File: config.mk
export PLATFORM = sky130hd
export DESIGN_NAME = ex_wb_collector
export DESIGN_NICKNAME = d
export VERILOG_FILES = /design/src/rtl/ex_wb_collector.sv
export SDC_FILE = /design/constraint.sdc
export NUM_CORES = 2
export LEC_CHECK = 0
export CAP_MARGIN = 20
export CORE_ASPECT_RATIO = 1.75
export CORE_MARGIN = 2
export CORE_UTILIZATION = 25
export DETAILED_ROUTE_END_ITERATION = 7
export PLACE_DENSITY = 0.54
export SYNTH_ARGS = -nofsm -noshare
export SYNTH_HDL_FRONTEND = slang
export SYNTH_SLANG_ARGS = --single-unit
File: constraint.sdc
create_clock -name clk_i -period 10.4 [get_ports clk_i]
set_input_delay 1.56 -clock clk_i [delete_from_list [all_inputs] [get_ports clk_i]]
set_output_delay 1.56 -clock clk_i [all_outputs]
set_load 0.02 [all_outputs]
File: src/rtl/ex_wb_collector.sv
// ex_wb_collector: buffers execute-stage results per source and arbitrates them
// round-robin onto registered scoreboard writeback ports.
//
// Ports:
//   clk_i, rst_i       clock, synchronous active-high reset
//   flush_i            discard every buffered and in-flight result
//   src_valid_i        per-source result valid
//   src_ready_o        per-source FIFO has room (registered)
//   src_trans_id_i     per-source scoreboard entry id
//   src_result_i       per-source result data
//   src_exception_i    per-source exception payload
//   wb_valid_o         per-port writeback valid (one cycle per entry)
//   wb_trans_id_o      per-port written entry id
//   wb_result_o        per-port written data
//   wb_exception_o     per-port written exception
//   overflow_o         sticky: a source was valid while its ready was low

package ex_wb_collector_pkg;
  localparam int unsigned XLEN          = 32;
  localparam int unsigned TRANS_ID_BITS = 3;

  typedef struct packed {
    logic [XLEN-1:0] cause;
    logic [XLEN-1:0] tval;
    logic            valid;
  } exception_t;

  typedef struct packed {
    logic [TRANS_ID_BITS-1:0] trans_id;
    logic [XLEN-1:0]          result;
    exception_t               ex;
  } wb_entry_t;
endpackage

module ex_wb_collector
  import ex_wb_collector_pkg::*;
#(
  parameter int unsigned NR_SRC      = 5,
  parameter int unsigned NR_WB_PORTS = 2,
  parameter int unsigned DEPTH       = 2
) (
  input  logic                                        clk_i,
  input  logic                                        rst_i,
  input  logic                                        flush_i,
  input  logic       [NR_SRC-1:0]                     src_valid_i,
  output logic       [NR_SRC-1:0]                     src_ready_o,
  input  logic       [NR_SRC-1:0][TRANS_ID_BITS-1:0]  src_trans_id_i,
  input  logic       [NR_SRC-1:0][XLEN-1:0]           src_result_i,
  input  exception_t [NR_SRC-1:0]                     src_exception_i,
  output logic       [NR_WB_PORTS-1:0]                wb_valid_o,
  output logic       [NR_WB_PORTS-1:0][TRANS_ID_BITS-1:0] wb_trans_id_o,
  output logic       [NR_WB_PORTS-1:0][XLEN-1:0]      wb_result_o,
  output exception_t [NR_WB_PORTS-1:0]                wb_exception_o,
  output logic                                        overflow_o
);

  localparam int unsigned PTR_W  = (DEPTH > 1) ? $clog2(DEPTH) : 1;
  localparam int unsigned CNT_W  = $clog2(DEPTH) + 1;
  localparam int unsigned SRC_W  = (NR_SRC > 1) ? $clog2(NR_SRC) : 1;
  localparam int unsigned PORT_W = (NR_WB_PORTS > 1) ? $clog2(NR_WB_PORTS) : 1;

  wb_entry_t        mem_q  [NR_SRC][DEPTH];
  logic [PTR_W-1:0] rptr_q [NR_SRC];
  logic [PTR_W-1:0] wptr_q [NR_SRC];
  logic [CNT_W-1:0] cnt_q  [NR_SRC];
  logic [CNT_W-1:0] cnt_d  [NR_SRC];
  logic [NR_SRC-1:0] ready_q;
  logic [SRC_W-1:0]  rr_q;
  logic [SRC_W-1:0]  rr_d;

  wb_entry_t         in_entry   [NR_SRC];
  wb_entry_t         cand_entry [NR_SRC];
  logic [NR_SRC-1:0] accept;
  logic [NR_SRC-1:0] cand;
  logic [NR_SRC-1:0] grant;
  logic [NR_SRC-1:0] push;
  logic [NR_SRC-1:0] pop;
  logic [NR_WB_PORTS-1:0] port_used;
  logic [SRC_W-1:0]       port_src [NR_WB_PORTS];

  assign src_ready_o = ready_q;

  // Per-source candidate: FIFO head if any, else the accepted incoming entry.
  always_comb begin
    for (int unsigned s = 0; s < NR_SRC; s++) begin
      in_entry[s].trans_id = src_trans_id_i[s];
      in_entry[s].result   = src_result_i[s];
      in_entry[s].ex       = src_exception_i[s];
      accept[s]            = src_valid_i[s] & ready_q[s];
      cand[s]              = (cnt_q[s] != '0) | accept[s];
      cand_entry[s]        = (cnt_q[s] != '0) ? mem_q[s][rptr_q[s]] : in_entry[s];
    end
  end

  // Round-robin scan from rr_q; first NR_WB_PORTS candidates fill ports in order.
  always_comb begin
    int unsigned n;
    int unsigned idx;
    grant     = '0;
    port_used = '0;
    rr_d      = rr_q;
    n         = 0;
    idx       = 0;
    for (int unsigned p = 0; p < NR_WB_PORTS; p++) port_src[p] = '0;
    for (int unsigned i = 0; i < NR_SRC; i++) begin
      idx = 32'(rr_q) + i;
      if (idx >= NR_SRC) idx = idx - NR_SRC;
      if (cand[SRC_W'(idx)] && (n < NR_WB_PORTS)) begin
        grant[SRC_W'(idx)]      = 1'b1;
        port_used[PORT_W'(n)]   = 1'b1;
        port_src[PORT_W'(n)]    = SRC_W'(idx);
        rr_d                    = (idx == NR_SRC - 1) ? '0 : SRC_W'(idx + 1);
        n                       = n + 1;
      end
    end
  end

  // A granted head pops; an accepted entry is stored unless it was bypassed.
  always_comb begin
    for (int unsigned s = 0; s < NR_SRC; s++) begin
      pop[s]   = grant[s] & (cnt_q[s] != '0);
      push[s]  = accept[s] & ~(grant[s] & (cnt_q[s] == '0));
      cnt_d[s] = cnt_q[s] + CNT_W'(push[s]) - CNT_W'(pop[s]);
    end
  end

  // FIFO state, round-robin pointer, writeback registers and sticky overflow.
  always_ff @(posedge clk_i) begin
    if (rst_i) begin
      for (int unsigned s = 0; s < NR_SRC; s++) begin
        cnt_q[s]  <= '0;
        rptr_q[s] <= '0;
        wptr_q[s] <= '0;
        for (int unsigned d = 0; d < DEPTH; d++) mem_q[s][d] <= '0;
      end
      ready_q        <= '1;
      rr_q           <= '0;
      wb_valid_o     <= '0;
      wb_trans_id_o  <= '0;
      wb_result_o    <= '0;
      wb_exception_o <= '0;
      overflow_o     <= 1'b0;
    end else begin
      // Flush-cycle inputs are discarded outright, so they cannot overflow.
      overflow_o <= overflow_o | (~flush_i & (|(src_valid_i & ~ready_q)));
      if (flush_i) begin
        for (int unsigned s = 0; s < NR_SRC; s++) begin
          cnt_q[s]  <= '0;
          rptr_q[s] <= '0;
          wptr_q[s] <= '0;
        end
        ready_q    <= '1;
        rr_q       <= '0;
        wb_valid_o <= '0;
      end else begin
        for (int unsigned s = 0; s < NR_SRC; s++) begin
          if (push[s]) begin
            mem_q[s][wptr_q[s]] <= in_entry[s];
            wptr_q[s]           <= wptr_q[s] + PTR_W'(1);
          end
          if (pop[s]) rptr_q[s] <= rptr_q[s] + PTR_W'(1);
          cnt_q[s]   <= cnt_d[s];
          ready_q[s] <= (cnt_d[s] < CNT_W'(DEPTH));
        end
        rr_q <= rr_d;
        for (int unsigned p = 0; p < NR_WB_PORTS; p++) begin
          wb_valid_o[p] <= port_used[p];
          if (port_used[p]) begin
            wb_trans_id_o[p]  <= cand_entry[port_src[p]].trans_id;
            wb_result_o[p]    <= cand_entry[port_src[p]].result;
            wb_exception_o[p] <= cand_entry[port_src[p]].ex;
          end
        end
      end
    end
  end

endmodule

==> metrics.cfg <==
[critical_path]
crit_type = register to register
startpoint_type = register
cp.arrival_ns = 8.94
endpoint_kind = register
worstPathRequired_ns = 11.02
cp_max_fo = 40
crit_family = compound AO/OA/AOI/OAI gates
crit_path_max_incr_delay_ns = 0.75
cp_num_buf_inv = 8
crit_start = rr_q[1]
cp_slowest_cell = o21a_4
r2r_start = rr_q[1]

[global_routing]
grt-ovfl-total = 0
grt_max_degree = 135
track_usage_pct = 23.7
grt_pass1_wl_mm = 433
antenna_found_initial = 155
grt_pass1_vias = 51100

[cts]
clk_latency_ns = 0.83
cts_tree = done
htreeDepth = 4
cts_setup_buffers = 0
clk_pin_slew_ns = 0.06
post_cts_resized = 0
numCtsBuffers = 146
cts_buffer_depth = 4
holdBufCountCts = 0
cts_sinks = 1231
ctsRootBufferMaster = clkbuf_16

[synth]
yosysWarnings = 0
ys_seq_elements = 1231
ys.flop_type = edfxtp_1
ys_async_sr_fraction_pct = 0
synth.cell_area_um2 = 64500
synth_largest_area_cell = edfxtp_1
yosysSeqAreaShare_pct = 54.0
synthCells = 6124
synth-edff-count = 1020
yosysMostFrequentCell = nor2_1
synth.distinct_cells = 83
avgSynthCellArea_um2 = 10.5
netlist_top_cells_count = 1050 x nor2_1, 1020 x edfxtp_1, 720 x mux2i_1, 714 x and2_1, 430 x a21oi_1
synth.area.top_cells = edfxtp_1 47%, mux2i_1 11%, and2_1 6.9%
synth_top_area_share_pct = 47.5

[floorplanning]
core_um2 = 257000
dieArea_um2 = 262000
core.rowCount = 246
dieHeight_um = 676
io_pins = 716
initial_core_util_pct = 25.1
die_w_um = 388

[sta]
final_max_slew_viol_count = 0
rsz0062_at_grt = no
finalSetupTns_ns = 0
finalCritPeriodShare_pct = 80.1
slew_headroom_pct = 21.7
fin_crit_ns = 8.33
tightest_slew_ns = 1.18
hold_viol_final = 0
finClkSkew_ns = 0.0630
timing.hold.ws_ns = 0.486
max_freq_ghz = 0.120
setup_violations = 0

[placed_design]
dp.cells = 9800
gp_congestion = 0.905
io_buffers = 715
dp_hpwl_mm = 235

[finish]
stdcell_count = 10100
drive_above_1_share_pct = 6.51
nNetsFinal = 7149
areaGrowthSynthToFinish_pct = 24.4
n_fill_cell = 26400

[drt]
drcViolationCount = 0
drt_iter0_drc = 5983
met3_length_mm = 28.9
vias_per_cell = 5.19
wl_per_cell_um = 31.8
ant_nets = 0
met1Wirelength_mm = 115
first_pass_iters = 7
vias = 52600
maxUsedRoutingLayer = met5
wl_met2_mm = 157
wl_mm = 322

[min_path]
hold_class = register to register
hold_start = overflow_o

[status]
status = finished clean

[flow_run]
cap_violations = 0

## stage by stage
stage          cell area [um^2]  worst slack, ns  utilization (%)
6_report                  80300             2.07             31.3
5_1_grt                   80200             1.64             31.2
4_1_cts                   80000             1.85             31.2
3_5_place_dp              75300             1.38             29.3
3_3_place_gp              75300             1.36             29.3
2_1_floorplan             64600             2.75                -
## routing by layer
layer	vias up	track usage (%)
met2	2576	40.3
met4	56	14.4
met5	-	0
met1	26100	26.6
met3	619	6.21
li1	23200	-
## layout make-up
cell class	instances	area [um^2]	share of cell area (%)
timing repair buffer	845	8530	10.6
sequential	1231	34900	43.4
inverter	46	173	0.215
clock inverter	58	713	0.888
tap	3348	4190	5.22
clock buffer	196	4010	5.00
antenna	68	170	0.212
multi-input combinational	4333	27600	34.4
## cell usage in the layout, fill, tap and decap left out, drive strengths merged, types with 36 or more instances in the layout
cell type / Yosys / final
a211oi: 114 / 114
a21oi: 435 / 435
a221oi: 105 / 105
a22oi: 99 / 99
a311oi: 100 / 100
and2: 714 / 714
and3: 303 / 303
buf: 135 / 131
clkbuf: 388 / 196
clkdlybuf4s50: 0 / 714
clkinv: 0 / 36
dfxtp: 211 / 211
diode: 0 / 68
edfxtp: 1020 / 1020
ha: 37 / 37
inv: 46 / 50
mux2i: 720 / 720
nand2: 144 / 144
nor2: 1052 / 1052
o21ai: 327 / 327
## worst paths after layout
path / endpoint / slack, ns / depth (start not counted)
worst max-delay path: wb_result_o[49] / 2.07 / 26
worst min register to register: overflow_o / 0.49 / 2
worst min-delay path: overflow_o / 0.49 / 2
worst max register to register: wb_result_o[49] / 2.07 / 26
## flip-flops by register name, indices dropped and copies added (netlist names)
name / cells
cnt_q: 10
mem_q: 1000
overflow_o: 1
rptr_q: 5
rr_q: 3
src_ready_o: 5
wb_exception_o: 130
wb_result_o: 64
wb_trans_id_o: 6
wb_valid_o: 2
wptr_q: 5
## worst reg2reg max path: cells and delay by family, from the launching register on
family,cells,cell delay (ns)
AOI/OAI and AO/OA,8,3.22
buffers and inverters,8,1.98
DFF,1,0.30
adders and majority gates,3,1.13
and+or+nand+nor,6,1.38
muxes,1,0.15
## cells by family (layout without fill, tap and decap cells)
group / count (synthesis) / after routing / share of synthesized area (%)
flops: 1231 / 1231 / 54.0
simple gates: 2289 / 2289 / 17.5
fa+ha+maj: 38 / 38 / 0.748
buf+inv: 569 / 1145 / 3.69
other cells: 1 / 78 / 0.00581
xor+xnor: 20 / 20 / 0.283
compound gates: 1253 / 1253 / 12.5
mux: 723 / 723 / 11.2
Power is not shown: default switching activity piles up to over one toggle a cycle in this logic, so the estimate is an artifact.
